$ cat src/rtl/nem_relay_pkg.sv
// rtl/nem_relay_pkg.sv - shared state type and helpers for the NEM relay sequencer
package nem_relay_pkg;

  typedef enum logic [1:0] {
    IDLE    = 2'd0,
    OPENING = 2'd1,
    CLOSING = 2'd2,
    ACTIVE  = 2'd3
  } relay_state_e;

  localparam int MAX_SEL_W = 64;

  // True when vec has no more than one bit set (all-zero counts as a valid disconnect).
  function automatic logic is_onehot0(input logic [MAX_SEL_W-1:0] vec);
    return (vec & (vec - MAX_SEL_W'(1))) == '0;
  endfunction

  function automatic int cnt_w(input int a, input int b);
    int m;
    m = (a > b) ? a : b;
    return (m < 1) ? 1 : $clog2(m + 1);
  endfunction

endpackage

$ cat src/rtl/nem_relay_seq.sv
// rtl/nem_relay_seq.sv - break-before-make relay select sequencer with settle timers
module nem_relay_seq
  import nem_relay_pkg::*;
#(
  parameter int N_IN    = 4,
  parameter int T_OPEN  = 2,
  parameter int T_CLOSE = 3
) (
  input  logic            clk,
  input  logic            rstn,
  input  logic [N_IN-1:0] sel_req,
  input  logic            sel_vld,
  output logic            sel_rdy,
  output logic [N_IN-1:0] s,
  output logic            err,
  output logic            active
);

  localparam int CW = cnt_w(T_OPEN, T_CLOSE);
  localparam logic [CW-1:0] OPEN_LOAD  = CW'(T_OPEN - 1);
  localparam logic [CW-1:0] CLOSE_LOAD = CW'(T_CLOSE - 1);

  relay_state_e    state;
  logic [CW-1:0]   cnt;
  logic [N_IN-1:0] target;
  logic            accept;
  logic            req_ok;

  assign accept = sel_vld && sel_rdy;
  assign req_ok = is_onehot0(MAX_SEL_W'(sel_req));

  // sel_rdy and active are kept as registered decodes of the next state.
  always_ff @(posedge clk) begin
    if (!rstn) begin
      state   <= IDLE;
      cnt     <= '0;
      target  <= '0;
      s       <= '0;
      err     <= 1'b0;
      sel_rdy <= 1'b1;
      active  <= 1'b0;
    end else begin
      err <= 1'b0;
      case (state)
        IDLE: begin
          if (accept) begin
            if (!req_ok) begin
              err <= 1'b1;
            end else if (sel_req != '0) begin
              s       <= sel_req;
              target  <= sel_req;
              cnt     <= CLOSE_LOAD;
              state   <= CLOSING;
              sel_rdy <= 1'b0;
            end
          end
        end

        ACTIVE: begin
          if (accept) begin
            if (!req_ok) begin
              err <= 1'b1;
            end else if (sel_req != s) begin
              // Release the closed relay first; the new one waits for the open timer.
              s       <= '0;
              target  <= sel_req;
              cnt     <= OPEN_LOAD;
              state   <= OPENING;
              sel_rdy <= 1'b0;
              active  <= 1'b0;
            end
          end
        end

        OPENING: begin
          if (cnt == '0) begin
            if (target == '0) begin
              state   <= IDLE;
              sel_rdy <= 1'b1;
            end else begin
              s     <= target;
              cnt   <= CLOSE_LOAD;
              state <= CLOSING;
            end
          end else begin
            cnt <= cnt - CW'(1);
          end
        end

        CLOSING: begin
          if (cnt == '0) begin
            state   <= ACTIVE;
            sel_rdy <= 1'b1;
            active  <= 1'b1;
          end else begin
            cnt <= cnt - CW'(1);
          end
        end

        default: begin
          state   <= IDLE;
          s       <= '0;
          sel_rdy <= 1'b1;
          active  <= 1'b0;
        end
      endcase
    end
  end

endmodule

$ cat src/rtl/nem_ohmux_seq.sv
// rtl/nem_ohmux_seq.sv - sequenced one-hot NEM mux with registered, settle-qualified output
module nem_ohmux_seq
  import nem_relay_pkg::*;
#(
  parameter int N_IN    = 4,
  parameter int WIDTH   = 8,
  parameter int T_OPEN  = 2,
  parameter int T_CLOSE = 3,
  parameter int INVERT  = 1
) (
  input  logic                  CP,
  input  logic                  RN,
  input  logic [N_IN*WIDTH-1:0] I,
  input  logic [N_IN-1:0]       SEL_REQ,
  input  logic                  SEL_VLD,
  output logic                  SEL_RDY,
  output logic [N_IN-1:0]       S,
  output logic [WIDTH-1:0]      ZN,
  output logic                  ZN_VLD,
  output logic                  ERR
);

  localparam logic [WIDTH-1:0] ZN_RST = (INVERT != 0) ? '1 : '0;

  logic             active;
  logic [WIDTH-1:0] raw;

  nem_relay_seq #(
    .N_IN    (N_IN),
    .T_OPEN  (T_OPEN),
    .T_CLOSE (T_CLOSE)
  ) u_seq (
    .clk     (CP),
    .rstn    (RN),
    .sel_req (SEL_REQ),
    .sel_vld (SEL_VLD),
    .sel_rdy (SEL_RDY),
    .s       (S),
    .err     (ERR),
    .active  (active)
  );

  // AND-OR of the gate drives; S is at most one-hot so this is a plain select.
  always_comb begin
    raw = '0;
    for (int k = 0; k < N_IN; k++) begin
      raw = raw | (I[k*WIDTH +: WIDTH] & {WIDTH{S[k]}});
    end
  end

  always_ff @(posedge CP) begin
    if (!RN) begin
      ZN     <= ZN_RST;
      ZN_VLD <= 1'b0;
    end else begin
      ZN     <= (INVERT != 0) ? ~raw : raw;
      ZN_VLD <= active;
    end
  end

endmodule

$ cat config.mk
export PLATFORM = sky130hd
export DESIGN_NAME = nem_ohmux_seq
export DESIGN_NICKNAME = d
export VERILOG_FILES = /design/src/rtl/nem_relay_pkg.sv /design/src/rtl/nem_relay_seq.sv /design/src/rtl/nem_ohmux_seq.sv
export SDC_FILE = /design/constraint.sdc
export NUM_CORES = 1
export LEC_CHECK = 0
export BUFFER_PORTS_ARGS = -buffer_cell sky130_fd_sc_hd__buf_2
export CAP_MARGIN = 25
export CELL_PAD_IN_SITES_DETAIL_PLACEMENT = 0
export CELL_PAD_IN_SITES_GLOBAL_PLACEMENT = 1
export CORE_MARGIN = 8
export CORE_UTILIZATION = 35
export CTS_CLUSTER_DIAMETER = 120
export DETAILED_ROUTE_END_ITERATION = 6
export PLACE_DENSITY = 0.87
export SLEW_MARGIN = 25
export SYNTH_ARGS = -nofsm -noshare
export SYNTH_HDL_FRONTEND = slang
export SYNTH_SLANG_ARGS = --single-unit
$ cat constraint.sdc
create_clock -name CP -period 1.9 [get_ports CP]
set_input_delay 0.475 -clock CP [delete_from_list [all_inputs] [get_ports CP]]
set_output_delay 0.475 -clock CP [all_outputs]
set_load 0.005 [all_outputs]
==> results of run 1 <==
-- final timing paths --
path / cells past startpoint / end / start / slack (ns)
setup / recovery: 7 / u_seq.s[2] / u_seq.state[1] / 0.16
hold / removal: 2 / u_seq.cnt[0] / u_seq.cnt[0] / 0.47
setup reg to reg: 7 / u_seq.s[2] / u_seq.state[1] / 0.16
hold reg to reg: 2 / u_seq.cnt[0] / u_seq.cnt[0] / 0.47
-- metrics by stage --
step	worst slack (ns)	cell area, um^2	power (uW)
finish	0.162	1870	1530
global route	0.0427	1870	1620
CTS	0.0332	1870	1540
detailed placement	0.0210	1790	1080
global placement	0.0378	1790	1080
floorplan	0.163	1440	906
-- power groups by stage --
| stage | Clock (uW) | Combinational [uW] | Sequential [uW] |
|---|---|---|---|
| floorplan | 0 | 296 | 610 |
| global placement | 0 | 468 | 610 |
| detailed placement | 0 | 472 | 611 |
| CTS | 468 | 475 | 599 |
| global route | 492 | 524 | 608 |
| finish | 456 | 474 | 599 |
-- cell usage after synthesis --
cell / instances / area share
nor4_1: 3 / 0.013
nand2_1: 18 / 0.047
a21bo_1: 1 / 0.0070
a22o_1: 8 / 0.049
ha_1: 7 / 0.061
nand3_2: 1 / 0.0070
nor3_1: 1 / 0.0035
a21oi_2: 1 / 0.0061
nand3b_1: 1 / 0.0052
clkbuf_8: 1 / 0.0096
o31ai_1: 4 / 0.021
nor2_1: 3 / 0.0078
a211oi_1: 1 / 0.0052
clkbuf_1: 2 / 0.0052
dfxtp_1: 24 / 0.33
xnor2_1: 1 / 0.0061
a22o_2: 8 / 0.056
a21o_2: 1 / 0.0061
inv_1: 8 / 0.021
nor3_2: 2 / 0.014
o21ai_0: 11 / 0.038
buf_2: 2 / 0.0070
a41oi_2: 1 / 0.011
o211ai_1: 1 / 0.0052
o2111ai_1: 1 / 0.0061
a211o_1: 2 / 0.012
buf_6: 4 / 0.031
a41o_2: 1 / 0.0078
mux2i_1: 6 / 0.042
o41ai_1: 1 / 0.0061
a31oi_1: 1 / 0.0044
nand2b_1: 1 / 0.0044
a2111o_1: 4 / 0.031
a221o_1: 1 / 0.0070
nor2b_1: 1 / 0.0044
a21oi_1: 6 / 0.021
nand3_1: 7 / 0.024
o211ai_2: 1 / 0.0087
or4_4: 1 / 0.0078
o2111a_1: 1 / 0.0078
a21o_1: 1 / 0.0052
and2_1: 1 / 0.0044
xor2_1: 3 / 0.018
-- cells in the final DEF, fill, tap and decap left out, drive strengths merged --
cell     count
a2111o       4
a211o        2
a211oi       1
a21bo        1
a21o         2
a21oi        7
a221o        1
a22o        16
a31oi        1
a41o         1
a41oi        1
and2         1
buf         67
bufinv       1
clkbuf       3
dfxtp       24
ha           7
inv          8
mux2i        6
nand2       18
nand2b       1
nand3        8
nand3b       1
nor2         3
nor2b        1
nor3         3
nor4         3
o2111a       1
o2111ai      1
o211ai       2
o21ai       11
o31ai        4
o41ai        1
or4          1
xnor2        1
xor2         3
-- sequential cells by signal (all words and copies together), names as in the netlist --
name	count
ZN	8
u_seq.s	4
u_seq.target	4
u_seq.cnt	2
u_seq.state	2
ZN_VLD	1
u_seq.active	1
u_seq.err	1
u_seq.sel_rdy	1
-- timing repair --
action | 4_1_cts | 5_1_grt
buffers inserted | 0 | 0
setup endpoints to repair | 0 | 12
gates resized for setup | 0 | 4
-- tightest hold or removal path: cells and delay by family (launching register included) --
| kind | cells | cell delay, ns |
|---|---|---|
| muxes | 1 | 0.06 |
| DFF | 1 | 0.32 |
| and+or+nand+nor | 1 | 0.05 |
-- layout make-up --
cell class / count / area share
Clock buffer: 3 / 0.0221
Clock inverter: 1 / 0.0160
Inverter: 8 / 0.0160
Multi-Input combinational cell: 114 / 0.457
Sequential cell: 24 / 0.257
Tap cell: 50 / 0.0334
Timing Repair Buffer: 67 / 0.198
-- logic make-up (layout without fill, tap and decap cells) --
group | count (synthesis) | count (layout) | synth area share
buf+inv | 17 | 79 | 0.0740
compound gates | 57 | 57 | 0.322
simple gates | 40 | 40 | 0.143
mux | 6 | 6 | 0.0418
flops | 24 | 24 | 0.334
fa+ha+maj | 7 | 7 | 0.0609
xor+xnor | 4 | 4 | 0.0244
-- layer usage --
layer,wire [um],part of all wire,track usage
met3,305,0.075,0.0301
met5,0,0,0
met1,1750,0.43,0.151
met2,1940,0.48,0.199
met4,57,0.014,0.0400
==> flow_summary.yaml, run 1 <==
yosys:
  avgSynthCellArea_um2: 9.28
  synth_seq_cells: 24
  yosysUniqueCellTypes: 43
  ys_warn_count: 0
  syn_nets: 201
  netlist_instances: 155
  synth_seq_area_share: 0.334
  synthesis.area_um2: 1440
power_and_ir_drop:
  pwr-share-comb: 0.310
  peakVddDrop_uv: 302
  p_sw_uw: 447
  p_leak_uw: 0.000821
  pwr-share-clk: 0.298
  p_sw_frac: 0.293
  cellPowerDensity_nw_per_um2: 817
  p_seq_frac: 0.392
  p_int_uw: 1080
sta:
  holdWs_ns: 0.466
  tightest_slew_ns: 0.403
  max_freq_ghz: 0.575
  finalSetupViolCount: 0
  maxSlewHeadroom: 0.729
  setup_tns_ns: 0
  slew_viol_final: 0
  hold_violations: 0
  grt_setup_unrepaired: "no"
  fin_worst_skew_ns: 0.00704
  period_minus_slack_ns: 1.74
  period_share: 0.915
flow_run:
  maxCapViolations: 0
status:
  status: "finished clean"
min_path:
  min_path_type: "reg2reg"
grt:
  grt_usage: 0.121
  grt_pass1_vias: 1326
  antenna_found_initial: 0
  grt_max_degree: 23
  grt_overflow: 0
  grt_pass1_wl_um: 6330
drt:
  vias_per_cell: 5.36
  vias: 1431
  drc: 0
  finalWirelength_um: 4050
  first_iter_violations: 129
  drtAntennaViolNets: 0
  drtPass1Iterations: 4
  wl_per_cell_um: 15.2
floorplanning:
  die_h_um: 80.1
  core_area_um2: 3970
  io_pins: 54
  die_x_um: 80.1
  initial_core_util: 0.362
  rows: 23
  dieArea_um2: 6410
layout:
  utilization: 0.471
  num-fill-cells: 399
  area_growth_pct: 30.2
  multiInputGateArea_um2: 856
  layout.cells.non_filler: 267
  nets: 264
  antennaDiodeCount: 0
  drive_gt1_frac: 0.419
  final-seq-area_um2: 482
worst_setup_path:
  end_kind: "register"
  crit_type: "reg2reg"
  slowest_stage: "dfxtp_1"
  crit_path_cell_trace: "inv_1 > ha_1 > o21ai_1 > nand3_2 > buf_4 > o31ai_1 > a21oi_1"
  crit_required_ns: 2.05
  cpLargestDelayFamily: "compound AO/OA/AOI/OAI gates"
  cp.buffers_inverters: 2
  start_kind: "register"
  crit_fanout: 7
  arrival_ns: 1.89
  critPathMaxStageDelay_ns: 0.36
place:
  dpl.cell_count: 263
  place_congestion: 0.926
  io_buffers: 53
  dp_hpwl_um: 3170
clock_network:
  clock_path_buffers: 2
  numCtsBuffers: 3
  htreeDepth: 1
  clkLatencyLatePin_ns: 0.27
  hold_buffers: 0
  clk_pin_slew_ns: 0.09
  cts_root_buf: "clkbuf_8"
  cts_num_sinks: 24
  cts_tree: "yes"
Power figures use the tool's default switching activity.
==> inputs of run 2 (changes only) <==
--- a/config.mk
+++ b/config.mk
@@ -13,7 +13,7 @@
 export CORE_UTILIZATION = 35
 export CTS_CLUSTER_DIAMETER = 120
 export DETAILED_ROUTE_END_ITERATION = 6
-export PLACE_DENSITY = 0.87
+export PLACE_DENSITY = 0.75
 export SLEW_MARGIN = 25
 export SYNTH_ARGS = -nofsm -noshare
 export SYNTH_HDL_FRONTEND = slang
==> run 2 against run 1 <==
  * Setup slack got worse by 0.023 ns
  * Combinational power increased by 0.8%
  * Global-route usage up 1.4 points
  * Largest cell class unchanged
  * Largest power group unchanged
==> flow_summary.yaml, run 2 (synthesis gave the netlist of run 1 again) <==
power_and_ir_drop:
  p_leak_uw: 0.000812
  cellPowerDensity_nw_per_um2: 747
  peakVddDrop_uv: 311
  power_uw: 1380
layout:
  final_cell_mix: "buf_2 (53), dfxtp_1 (24), nand2_1 (18)"
  antennaDiodeCount: 0
  top_register: "ZN"
  layout_commonest_cell: "buf_2"
  fin_area_um2: 1850
  layout.cells.non_filler: 266
  drive_gt1_frac: 0.407
  largest_reg_flops: 8
  nets: 264
  area_growth_pct: 28.5
  largestRegisters: "ZN (8), u_seq.s (4), u_seq.target (4)"
worst_setup_path:
  reg2reg_to: "u_seq.s[2]"
  crit_required_ns: 2.10
  crit_type: "reg2reg"
  r2r_slack_ns: 0.14
  crit_path_cell_trace: "inv_1 > ha_1 > o21ai_1 > nand3_4 > a2111o_1 > a21oi_1"
  rr_worst_depth: 6
  rr_startpoint: "u_seq.state[1]"
  startpoint: "u_seq.state[1]"
  slowest_stage: "a2111o_1"
  arrival_ns: 1.96
  critPathMaxStageDelay_ns: 0.38
  crit_fanout: 10
  end_kind: "register"
  endpoint: "u_seq.s[2]"
  start_kind: "register"
clock_network:
  clkLatencyLatePin_ns: 0.26
  cts_num_sinks: 24
  clock_path_buffers: 2
  cts_root_buf: "clkbuf_8"
  hold_buffers: 0
  numCtsBuffers: 3
  cts_setup_buffers: 0
  htreeDepth: 1
  cts_tree: "yes"
  clk_pin_slew_ns: 0.08
place:
  dp_slack_ns: -0.00134
  dpl.cell_count: 263
  io_buffers: 53
  placed_cell_area_um2: 1790
  place_congestion: 0.836
  dp_hpwl_um: 3460
sta:
  maxSlewHeadroom: 0.729
  fin_worst_skew_ns: 0.00501
  holdWs_ns: 0.469
  slew_viol_final: 0
  period_share: 0.927
  period_minus_slack_ns: 1.76
  tightest_slew_ns: 0.403
  setup_ws_ns: 0.139
  hold_violations: 0
  grt_setup_unrepaired: "yes"
  max_freq_ghz: 0.568
  finalSetupViolCount: 0
floorplanning:
  dieArea_um2: 6410
  core_area_um2: 3970
  initial_core_util: 0.362
  rows: 23
  die_x_um: 80.1
  io_pins: 54
  die_h_um: 80.1
grt:
  grt_pass1_wl_um: 7020
  antenna_found_initial: 0
  grt_max_degree: 23
  grt_usage: 0.136
  grt_pass1_vias: 1472
  grt_overflow: 0
drt:
  vias: 1436
  first_iter_violations: 49
  finalWirelength_um: 4340
  drtPass1Iterations: 6
  wl_per_cell_um: 16.3
  drtAntennaViolNets: 0
  drc: 0
  vias_per_cell: 5.40
flow_run:
  maxCapViolations: 0
status:
  status: "finished clean"
min_path:
  min_path_type: "reg2reg"
  holdPathStages: 2
[run 2: changes by cell type in the layout (fill, tap and decap cells not counted)]
cell       change
o21ai_0        -1
dfxtp_1        +1
o21ai_2        +1
nand3_4        +1
ha_2           -2
bufinv_16      -1
nand3_2        -1
dfxtp_2        -1
ha_1           +2
[run 2: how the worst min path moves through the flow]
stage | start | to
after floorplan | u_seq.active | u_seq.active
after global placement | u_seq.cnt[0] | u_seq.cnt[0]
after detailed placement | u_seq.active | ZN_VLD
after CTS | u_seq.cnt[0] | u_seq.cnt[0]
after global routing | u_seq.active | u_seq.active
final | u_seq.cnt[0] | u_seq.cnt[0]
[run 2: per-stage QoR]
step	setup TNS (ns)	util
after floorplan	0	-
after global placement	0	0.452
final	0	0.465
after CTS	0	0.462
after detailed placement	-0.00134	0.452
after global routing	-0.0364	0.465
[run 2: cell type report]
type                    count  area [um^2]
fillers                   393         2120
multi-input cells         114          862
flip-flops and latches     24          480
repair buffers             67          370
well taps                  50         62.6
clock buffers               3         41.3
inverters                   8         30.0
[run 2: timing repair]
action	CTS	global route
resized for setup	2	2
endpoints found under the hold margin	0	0
pin swaps	0	0
endpoints found under the setup margin	3	10
[run 2: worst max-delay path, delay by kind of cell (launching register included)]
family	cells	cell delay [ns]
adder cells (fa/ha/maj)	1	0.23
AO/OA/AOI/OAI	3	0.81
AND/OR/NAND/NOR	1	0.19
buffers and inverters	1	0.10
flip-flops	1	0.36
[run 2: layer usage]
metal | global-route usage | vias up | share of wire
met5 | 0 | - | 0
met2 | 0.218 | 63 | 0.43
li1 | - | 709 | -
met1 | 0.162 | 657 | 0.43
met3 | 0.0458 | 7 | 0.12
met4 | 0.0527 | 0 | 0.017
[run 2: report_power, final]
| group | internal, uW | switching [uW] | total, uW |
|---|---|---|---|
| logic | 229 | 249 | 478 |
| registers | 565 | 37.3 | 603 |
| clock network | 142 | 156 | 298 |
